**config.mk**
```make
export PLATFORM = sky130hd
export DESIGN_NAME = decode_ctrl_pipe
export DESIGN_NICKNAME = d
export VERILOG_FILES = /design/src/rtl/decode_ctrl_pipe.sv
export SDC_FILE = /design/constraint.sdc
export NUM_CORES = 1
export LEC_CHECK = 0
export ABC_CLOCK_PERIOD_IN_PS = 2500
export BUFFER_PORTS_ARGS = -buffer_cell sky130_fd_sc_hd__buf_2
export CELL_PAD_IN_SITES_DETAIL_PLACEMENT = 0
export CELL_PAD_IN_SITES_GLOBAL_PLACEMENT = 1
export CORE_MARGIN = 1.5
export CORE_UTILIZATION = 37
export CTS_CLUSTER_DIAMETER = 100
export CTS_CLUSTER_SIZE = 16
export DETAILED_ROUTE_END_ITERATION = 6
export HOLD_SLACK_MARGIN = 0.08
export MAX_ROUTING_LAYER = met4
export PLACE_DENSITY_LB_ADDON = 0.1
export SYNTH_ARGS = -nofsm -noshare
export SYNTH_HDL_FRONTEND = slang
export SYNTH_SLANG_ARGS = --single-unit
```
**constraint.sdc**
```tcl
create_clock -name clk -period 2.5 [get_ports clk]
set_input_delay 0.25 -clock clk [delete_from_list [all_inputs] [get_ports clk]]
set_output_delay 0.25 -clock clk [all_outputs]
set_load 0.02 [all_outputs]
```
**src/rtl/decode_ctrl_pipe.sv**
```systemverilog
// decode_ctrl_pipe -- registered RV32I decode stage (IF/ID -> ID/EX).
//
// Purpose: decodes a raw RV32I instruction into the execute-stage control
// bundle and holds it in a one-entry valid/ready pipeline register. Adds
// load-use bubble insertion, flush and illegal-instruction flagging.
// Optional build macro RVM_MULDIV_EN: decodes RV32M (ALU_Control 16+funct3)
// and stalls input for DIV_LAT cycles after any DIV/DIVU/REM/REMU issue.
// With the macro undefined, RV32M encodings are illegal and no divider
// state machine or counter exists.
//
// Handshake: an input transfer happens on a clock edge where
// in_valid && in_ready; an output transfer happens where out_valid && out_ready.
// While out_valid && !out_ready, every output is held stable.
//
// Ports:
//   clk, rst            clock, asynchronous active-high reset
//   in_valid/in_ready   input handshake for instr/pc_in
//   instr, pc_in        raw instruction and its PC
//   flush               redirect: kills the registered instruction
//   out_ready/out_valid output handshake for the control bundle
//   pc_out, rs1/rs2/rd  registered PC and register indices
//   Reg_write, Mem_Write, jump, Branch, Alu_src, Result_src, Imm_src,
//   ALU_Control, Load_type, Store_type, branch_cond, illegal
//                       registered control bundle
//   dbg_state_o         divider FSM state (1 = DIV_BUSY), 0 when not built
module decode_ctrl_pipe #(
  parameter int XLEN    = 32,
  parameter int DIV_LAT = 8,
  parameter int CNT_W   = 4
) (
  input  logic            clk,
  input  logic            rst,
  input  logic            in_valid,
  output logic            in_ready,
  input  logic [31:0]     instr,
  input  logic [XLEN-1:0] pc_in,
  input  logic            flush,
  input  logic            out_ready,
  output logic            out_valid,
  output logic [XLEN-1:0] pc_out,
  output logic [4:0]      rs1,
  output logic [4:0]      rs2,
  output logic [4:0]      rd,
  output logic            Reg_write,
  output logic            Mem_Write,
  output logic            jump,
  output logic            Branch,
  output logic            Alu_src,
  output logic [1:0]      Result_src,
  output logic [2:0]      Imm_src,
  output logic [4:0]      ALU_Control,
  output logic [2:0]      Load_type,
  output logic [1:0]      Store_type,
  output logic [2:0]      branch_cond,
  output logic            illegal,
  output logic            dbg_state_o
);

  localparam logic [6:0] OPC_LUI    = 7'b0110111;
  localparam logic [6:0] OPC_AUIPC  = 7'b0010111;
  localparam logic [6:0] OPC_JAL    = 7'b1101111;
  localparam logic [6:0] OPC_JALR   = 7'b1100111;
  localparam logic [6:0] OPC_BRANCH = 7'b1100011;
  localparam logic [6:0] OPC_LOAD   = 7'b0000011;
  localparam logic [6:0] OPC_STORE  = 7'b0100011;
  localparam logic [6:0] OPC_OPIMM  = 7'b0010011;
  localparam logic [6:0] OPC_OP     = 7'b0110011;

  typedef struct packed {
    logic       reg_write;
    logic       mem_write;
    logic       jump;
    logic       branch;
    logic       alu_src;
    logic [1:0] result_src;
    logic [2:0] imm_src;
    logic [4:0] alu_ctrl;
    logic [2:0] load_type;
    logic [1:0] store_type;
    logic [2:0] branch_cond;
    logic       illegal;
  } ctrl_t;

  logic [6:0] opc;
  logic [2:0] funct3;
  logic [6:0] funct7;
  assign opc    = instr[6:0];
  assign funct3 = instr[14:12];
  assign funct7 = instr[31:25];

  // ALU op shared by OP (funct7=0) and OP-IMM, indexed by funct3.
  function automatic logic [4:0] base_alu(input logic [2:0] f3);
    case (f3)
      3'd0:    base_alu = 5'd0;  // ADD
      3'd1:    base_alu = 5'd5;  // SLL
      3'd2:    base_alu = 5'd8;  // SLT
      3'd3:    base_alu = 5'd9;  // SLTU
      3'd4:    base_alu = 5'd4;  // XOR
      3'd5:    base_alu = 5'd6;  // SRL
      3'd6:    base_alu = 5'd3;  // OR
      default: base_alu = 5'd2;  // AND
    endcase
  endfunction

  ctrl_t dec;
  logic  ill;

  always_comb begin
    dec = '0;
    ill = 1'b0;
    case (opc)
      OPC_LUI: begin
        dec.reg_write = 1'b1;
        dec.alu_src   = 1'b1;
        dec.imm_src   = 3'd3;
        dec.alu_ctrl  = 5'd10;
      end
      OPC_AUIPC: begin
        dec.reg_write = 1'b1;
        dec.alu_src   = 1'b1;
        dec.imm_src   = 3'd3;
      end
      OPC_JAL: begin
        dec.reg_write  = 1'b1;
        dec.jump       = 1'b1;
        dec.result_src = 2'b10;
        dec.imm_src    = 3'd4;
      end
      OPC_JALR: begin
        dec.reg_write  = 1'b1;
        dec.jump       = 1'b1;
        dec.result_src = 2'b10;
        dec.alu_src    = 1'b1;
        ill            = (funct3 != 3'd0);
      end
      OPC_BRANCH: begin
        dec.branch  = 1'b1;
        dec.imm_src = 3'd2;
        case (funct3)
          3'b000:  begin dec.branch_cond = 3'd0; dec.alu_ctrl = 5'd1; end
          3'b001:  begin dec.branch_cond = 3'd1; dec.alu_ctrl = 5'd1; end
          3'b100:  begin dec.branch_cond = 3'd2; dec.alu_ctrl = 5'd8; end
          3'b101:  begin dec.branch_cond = 3'd3; dec.alu_ctrl = 5'd8; end
          3'b110:  begin dec.branch_cond = 3'd4; dec.alu_ctrl = 5'd9; end
          3'b111:  begin dec.branch_cond = 3'd5; dec.alu_ctrl = 5'd9; end
          default: ill = 1'b1;
        endcase
      end
      OPC_LOAD: begin
        dec.reg_write  = 1'b1;
        dec.alu_src    = 1'b1;
        dec.result_src = 2'b01;
        case (funct3)
          3'b000:  dec.load_type = 3'd2;  // LB
          3'b001:  dec.load_type = 3'd1;  // LH
          3'b010:  dec.load_type = 3'd0;  // LW
          3'b100:  dec.load_type = 3'd7;  // LBU
          3'b101:  dec.load_type = 3'd3;  // LHU
          default: ill = 1'b1;
        endcase
      end
      OPC_STORE: begin
        dec.mem_write = 1'b1;
        dec.alu_src   = 1'b1;
        dec.imm_src   = 3'd1;
        case (funct3)
          3'b000:  dec.store_type = 2'd2;  // SB
          3'b001:  dec.store_type = 2'd1;  // SH
          3'b010:  dec.store_type = 2'd0;  // SW
          default: ill = 1'b1;
        endcase
      end
      OPC_OPIMM: begin
        dec.reg_write = 1'b1;
        dec.alu_src   = 1'b1;
        dec.alu_ctrl  = base_alu(funct3);
        // Shift-immediates carry a funct7 in imm[11:5]; only SRAI may set bit 30.
        if (funct3 == 3'd1) begin
          ill = (funct7 != 7'b0000000);
        end else if (funct3 == 3'd5) begin
          if (funct7 == 7'b0100000) dec.alu_ctrl = 5'd7;
          else if (funct7 != 7'b0000000) ill = 1'b1;
        end
      end
      OPC_OP: begin
        dec.reg_write = 1'b1;
        if (funct7 == 7'b0000000) begin
          dec.alu_ctrl = base_alu(funct3);
        end else if (funct7 == 7'b0100000) begin
          if (funct3 == 3'd0) dec.alu_ctrl = 5'd1;
          else if (funct3 == 3'd5) dec.alu_ctrl = 5'd7;
          else ill = 1'b1;
        end else if (funct7 == 7'b0000001) begin
`ifdef RVM_MULDIV_EN
          dec.alu_ctrl = {2'b10, funct3};
`else
          ill = 1'b1;
`endif
        end else begin
          ill = 1'b1;
        end
      end
      default: ill = 1'b1;
    endcase
    // An illegal instruction must not write anything or redirect control.
    if (ill) begin
      dec         = '0;
      dec.illegal = 1'b1;
    end
  end

  // Source-register usage of the incoming instruction, for the load-use check.
  logic rs1_used, rs2_used;
  assign rs1_used = !((opc == OPC_LUI) || (opc == OPC_AUIPC) || (opc == OPC_JAL));
  assign rs2_used = (opc == OPC_OP) || (opc == OPC_STORE) || (opc == OPC_BRANCH);

  logic            out_valid_q;
  ctrl_t           ctrl_q;
  logic [XLEN-1:0] pc_q;
  logic [4:0]      rs1_q, rs2_q, rd_q;

  logic hz, adv, fire, run;

  assign hz = out_valid_q && (ctrl_q.result_src == 2'b01) && (rd_q != 5'd0) &&
              ((rs1_used && (instr[19:15] == rd_q)) ||
               (rs2_used && (instr[24:20] == rd_q)));
  assign adv      = out_ready || !out_valid_q;
  assign in_ready = adv && !hz && run && !flush;
  assign fire     = in_valid && in_ready;

`ifdef RVM_MULDIV_EN
  typedef enum logic {ST_RUN = 1'b0, ST_DIV_BUSY = 1'b1} state_t;

  state_t           state_q, state_d;
  logic [CNT_W-1:0] cnt_q, cnt_d;
  logic             is_div;

  assign is_div      = (opc == OPC_OP) && (funct7 == 7'b0000001) && funct3[2];
  assign run         = (state_q == ST_RUN);
  assign dbg_state_o = (state_q == ST_DIV_BUSY);

  always_ff @(posedge clk or posedge rst) begin
    if (rst) begin
      state_q <= ST_RUN;
      cnt_q   <= '0;
    end else begin
      state_q <= state_d;
      cnt_q   <= cnt_d;
    end
  end

  always_comb begin
    state_d = state_q;
    cnt_d   = cnt_q;
    if (flush) begin
      state_d = ST_RUN;
      cnt_d   = '0;
    end else begin
      case (state_q)
        ST_RUN: begin
          if (fire && is_div) begin
            state_d = ST_DIV_BUSY;
            cnt_d   = CNT_W'(DIV_LAT);
          end
        end
        ST_DIV_BUSY: begin
          // Counter value is the number of busy cycles left, this one included.
          if (cnt_q == CNT_W'(1)) begin
            state_d = ST_RUN;
            cnt_d   = '0;
          end else begin
            cnt_d = cnt_q - CNT_W'(1);
          end
        end
        default: begin
          state_d = ST_RUN;
          cnt_d   = '0;
        end
      endcase
    end
  end
`else
  logic [31:0] unused_cfg;
  assign unused_cfg  = DIV_LAT + CNT_W;
  assign run         = 1'b1;
  assign dbg_state_o = 1'b0;
`endif

  // Pipeline register: flush wins, then capture, then drain when advancing.
  always_ff @(posedge clk or posedge rst) begin
    if (rst) begin
      out_valid_q <= 1'b0;
      ctrl_q      <= '0;
      pc_q        <= '0;
      rs1_q       <= '0;
      rs2_q       <= '0;
      rd_q        <= '0;
    end else if (flush) begin
      out_valid_q <= 1'b0;
    end else if (fire) begin
      out_valid_q <= 1'b1;
      ctrl_q      <= dec;
      pc_q        <= pc_in;
      rs1_q       <= instr[19:15];
      rs2_q       <= instr[24:20];
      rd_q        <= instr[11:7];
    end else if (adv) begin
      out_valid_q <= 1'b0;
    end
  end

  assign out_valid   = out_valid_q;
  assign pc_out      = pc_q;
  assign rs1         = rs1_q;
  assign rs2         = rs2_q;
  assign rd          = rd_q;
  assign Reg_write   = ctrl_q.reg_write;
  assign Mem_Write   = ctrl_q.mem_write;
  assign jump        = ctrl_q.jump;
  assign Branch      = ctrl_q.branch;
  assign Alu_src     = ctrl_q.alu_src;
  assign Result_src  = ctrl_q.result_src;
  assign Imm_src     = ctrl_q.imm_src;
  assign ALU_Control = ctrl_q.alu_ctrl;
  assign Load_type   = ctrl_q.load_type;
  assign Store_type  = ctrl_q.store_type;
  assign branch_cond = ctrl_q.branch_cond;
  assign illegal     = ctrl_q.illegal;

endmodule

```
Yosys cells after proc, flatten, opt, wreduce, memory -nomap -nowiden
Index checks and enable logic that the tools add are counted.

storage, ports and cells
  output and inout bits = 74
  flip-flop bits (word level) = 72
  logic and storage cells = 113
  input bits = 69

operators by class
  bitwise operators = 1
  muxes and demuxes = 39
  reduce and logical (&&, ||, !) cells = 36
  eq/ne operators = 20

operators by type and width
  cell                                                                   number
  7-bit by 6-bit equality test with 1-bit output, second input constant  4
  4-bit case mux with 7 select lines                                     1
  24-bit two-way mux                                                     1
  3-bit case mux with 4 select lines                                     2
  7-bit equality test, second input constant                             3
  5-bit two-way mux                                                      4
  5-bit case mux with 4 select lines                                     1
  1-bit two-way mux                                                      19
  3-bit two-way mux                                                      5
  3-bit case mux with 5 select lines                                     1
  7-bit by 5-bit equality test with 1-bit output, second input constant  2
  3-bit equality test, second input constant                             4
  4-bit case mux with 3 select lines                                     1
  6-bit OR reduction                                                     2
  5-bit equality test                                                    2
  2-bit OR reduction                                                     5
  1-bit logical AND                                                      8
  2-bit case mux with 2 select lines                                     2
  7-bit by 2-bit equality test with 1-bit output, second input constant  1
  7-bit logical NOT                                                      1
  1-bit case mux with 7 select lines                                     1
  7-bit nonzero test                                                     1
  7-bit OR reduction                                                     1
  3-bit by 2-bit equality test with 1-bit output, second input constant  2
  other kinds (12)                                                       22

Logic depth before layout (Yosys ltp)
  depth after elaboration = 13
  depth in mapped cells = 9
  gate-level depth less buffers = 7

Least setup slack after synthesis
OpenSTA, ideal clock, no wires.

  path type = register to register
  start = reg rd_q[3], in the netlist rd[3]
  end = reg ctrl_q, in the netlist Branch
  buffers on the path = 1
  data required time = 2.375 ns
  path slack = 0.200 ns
  setup time = 0.125 ns
  period minus slack after synthesis = 2.300 ns
  cell stages (with the launch flop) = 7
  arrival time = 2.176 ns
  cells stage by stage = dfrtp_1 xor2_1 a311o_1 or4_4 nand3_4 buf_6 mux2_2

between the ends
  word-level cells in the longest chain between the ends = 9
  elaborated cells on any way between the ends = 13
  classes of those cells = eq/ne (2); reduce/logical (11)

ends and longest elaborated chain
  item                                    line      text
  start: declaration                      220       logic [4:0] rs1_q, rs2_q, rd_q;
  start signal: assignment                306       rd_q <= instr[11:7];
  5-bit equality test (on tied branches)  225, 226
  1-bit logical AND (on tied branches)    225, 226
  1-bit logical OR                        225       ((rs1_used && (instr[19:15] == rd_q)) ||
  1-bit logical AND (*)                   224       assign hz = out_valid_q && (ctrl_q.result_src == 2'b01) && (rd_q != 5'd0) &&
  1-bit logical NOT (*)                   228       assign in_ready = adv && !hz && run && !flush;
  1-bit logical AND (*) (2 in a row)      228
  1-bit logical AND (*)                   229       assign fire = in_valid && in_ready;
  2-bit AND reduction (no line) (*)       n/a
  end signal: assignment                  293       ctrl_q <= '0;
  end signal: assignment                  302       ctrl_q <= dec;
  end: declaration                        218       ctrl_t ctrl_q;

Mark *: on every way between the ends. The rest lies on a longest branch, timed or not.
A chain may end at the register's enable or synchronous reset.

Worst setup path in the final report
  start = reg rd_q[3], in the netlist rd[3]
  end = reg pc_q[17], in the netlist pc_out[17]

between the ends
  word-level cells in the longest chain between the ends = 9
  elaborated cells on any way between the ends = 13
  classes of those cells = eq/ne (2); reduce/logical (11)

ends and longest elaborated chain
  item                                    line      text
  5-bit equality test (on tied branches)  225, 226
  1-bit logical AND (on tied branches)    225, 226
  1-bit logical OR                        225
  1-bit logical AND (*)                   224
  1-bit logical NOT (*)                   228
  1-bit logical AND (*) (2 in a row)      228
  1-bit logical AND (*)                   229
  2-bit AND reduction (no line) (*)       n/a
  end signal: assignment                  303       pc_q <= pc_in;
  end: declaration                        219       logic [XLEN-1:0] pc_q;

Marked as above.

==> summary.txt <==
Place
  – PortBufs: 140
  – Post-DP HPWL: 7010 um
  – Routability cong.: 0.867

Power
  – Total Power: around 0.0032 W
  – Max VDD drop: 0.334 mV
  – Power Dens Cells: 655 nW/um^2
  – Lkg Pwr: 2.34 nW

Layout
  – Most frequent cells in the layout: buf_2, dfrtp_1, mux2_2
  – Share of layout cells above drive strength 1: 51.1%
  – Layout area overhead: 31.9%
  – # diodes: 0
  – Layout Nets: approximately 540
  – Commonest non-fill, non-tap cell in the layout: buf_2

Timing
  – Final Skew: about 0.010 ns
  – Setup violations, final: 0
  – Least-Margin Pin Slew: 0.522 ns
  – Final Max Slew Viols: 0
  – Tmin final: 2.39 ns
  – Setup TNS: 0 ns
  – Slew HR: 65.2%
  – FMAX: 418 MHz
  – RSZ-0062 raised after global routing: no
  – Tcrit/Tclk final: about 96%
  – Final hold violation count: 0

Global routing
  – Tot GR Track Use: 19.0%
  – Global route total overflow: 0
  – Largest net degree at the start of global routing: 42
  – Antenna violations before repair: 0
  – Vias in the first global route: 2904
  – First-pass GRT wire length: 14900 um

Setup path
  – Crit path DAT: 2.61 ns
  – CP Capture Type: flip-flop
  – CP Launch Type: flip-flop
  – Setup CP Type: flip-flop to flip-flop
  – Worst-path maximum fanout: a little over 40
  – FF-to-FF path depth: 6
  – R2R Path Start: rd[3]
  – Terminus of the critical flop-to-flop path: pc_out[17]
  – Required @ worst endpoint: 2.72 ns
  – FF-to-FF setup slack: ~0.11 ns

Detailed routing
  – Wire per inst: 15.4 um
  – Drt via density: 5.05
  – Vias: 3055
  – Routed Antenna Nets: 0
  – Initial drt markers: around 150
  – Drt total wl: 9320 um
  – DRT Pass-1 Iters: 4
  – DRC Markers: 0

Die
  – Core area: 9730 um^2
  – Die X: 103 um
  – Starting density of the core: 37.9%
  – Die ar.: about 11000 um^2
  – I/O Pins: 143
  – Die span in y: a little over 100 um
  – Row cnt: 36

Yosys
  – Flops & latches, synth: 71
  – Register area share after synthesis: 48.2%
  – Main synth FF type: dfrtp_1
  – Post-synthesis cell area: 3690 um^2
  – Mapped Cells: 314
  – Number of synthesized flops with an enable pin: 0
  – Yosys warnings: 0
  – Syn_area_per_cell: 11.7 um^2
  – Synth async-reset ratio: 100%
  – Distinct cells, synth: 55

CTS
  – Worst skew pair latency: 0.34 ns
  – CTS tree: done
  – Max clock buf depth: 2
  – CTS sink cnt: 71
  – CTS Root Cell: clkbuf_8
  – Num CTS Buffers: 9
  – CTS H-Tree Depth: 3
  – Worst-path clk slew: 0.08 ns

Min path
  – Worst Hold End: out_valid
  – Hold Crit Depth: 2
  – Worst Hold Launch: flush
  – HP Class: input port to flip-flop

Flow run
  – Max-cap violations: 0

Outcome
  – Status: finished, final reports clean
## cell families (layout without fill, tap and decap cells)
logic type | after synthesis | after routing | synth area share, %
AND/OR/NAND/NOR | 78 | 78 | 12.9
flip-flops | 71 | 71 | 48.2
AO/OA/AOI/OAI | 62 | 62 | 12.4
multiplexers | 56 | 56 | 17.4
buffers and inverters | 30 | 187 | 4.68
XOR/XNOR | 10 | 10 | 2.38
adder cells (fa/ha/maj) | 6 | 6 | 2.04
other | 1 | 2 | 0.102
## cell type report
class / count / area (um^2)
inverters: 7 / 26.3
flip-flops and latches: 71 / 1780
clock inverters: 4 / 76.3
repair buffers: 164 / 911
fillers: 961 / 4870
clock buffers: 12 / 165
well taps: 133 / 166
multi-input cells: 214 / 1740
## worst max-delay path, cell delays in order, from the launching register on
cell and delay (ns):
dfrtp_1 0.43, xor2_1 0.18, a311o_1 0.36, or4_4 0.56, nand3_4 0.12, buf_12 0.23, mux2_2 0.36
## flip-flops by register name (all words and copies together), names as in the netlist, 3 cells and up
register and flops:
Load_type 3, Imm_src 3, pc_out 32, ALU_Control 4
rd 5, rs2 5, rs1 5, branch_cond 3
## metrics by stage
step | hold slack [ns] | cells | setup WS, ns | cell area (um^2) | util (%)
2_1_floorplan | 0.357 | 315 | 0.200 | 3690 | -
3_3_place_gp | 0.374 | 585 | 0.175 | 4590 | 47.1
3_5_place_dp | 0.379 | 585 | 0.138 | 4590 | 47.1
4_1_cts | 0.0869 | 602 | 0.0469 | 4840 | 49.7
5_1_grt | 0.118 | 605 | 0.0249 | 4860 | 50.0
6_report | 0.108 | 605 | 0.109 | 4860 | 50.0
## layer usage
metal | vias up | GRT usage, % | wire [um]
li1 | 1467 | - | -
met1 | 1462 | 25.7 | 4380
met2 | 110 | 28.0 | 4180
met3 | 16 | 4.14 | 592
met4 | 0 | 7.07 | 157
met5 | - | - | 0
## Yosys cell counts, drive strengths merged (2+ instances only)
cell type | count | share of area [%]
nand3 | 8 | 1.4
mux2 | 54 | 16
or4 | 2 | 0.51
nand3b | 2 | 0.41
or3 | 2 | 0.34
dfrtp | 71 | 48
buf | 14 | 3.1
ha | 6 | 2.0
nor2b | 9 | 1.5
nor4 | 2 | 0.51
clkbuf | 9 | 0.92
and2 | 3 | 0.51
o21ai | 10 | 1.4
a31oi | 2 | 0.34
nor4b | 2 | 0.48
nor2 | 12 | 1.2
nand2 | 10 | 1.0
and3b | 3 | 0.71
o41ai | 2 | 0.48
nand4 | 7 | 1.2
o2bb2ai | 2 | 0.48
a211o | 2 | 0.48
nor3 | 4 | 0.54
and3 | 4 | 0.68
o31ai | 25 | 5.1
o211ai | 3 | 0.61
a211oi | 2 | 0.41
xor2 | 2 | 0.48
nor3b | 3 | 0.61
a21oi | 4 | 0.54
inv | 7 | 0.71
xnor2 | 8 | 1.9
## how the worst max path moves through the flow
stage / start / endpoint / depth (start not counted)
3_5_place_dp: rd[3] / Load_type[1] / 6
2_1_floorplan: rd[3] / Branch / 6
4_1_cts: rd[2] / in_ready / 6
3_3_place_gp: rd[3] / pc_out[29] / 6
6_report: rd[3] / pc_out[17] / 6
5_1_grt: rd[1] / Result_src[0] / 6
## power breakdown
group,total [W],switching (W),internal [W]
combinational,0.000759,0.000431,0.000329
sequential,0.00136,0.0000745,0.00129
clock,0.00107,0.000423,0.000645
total,0.00319,0.000928,0.00226
## repair_timing
item | CTS | global route
hold buffers | 1 | 0
buffers inserted | 0 | 3
resized for setup | 0 | 2
endpoints found under the hold margin | 71 | 0
endpoints found under the setup margin | 0 | 1
Power figures use the tool's default switching activity.
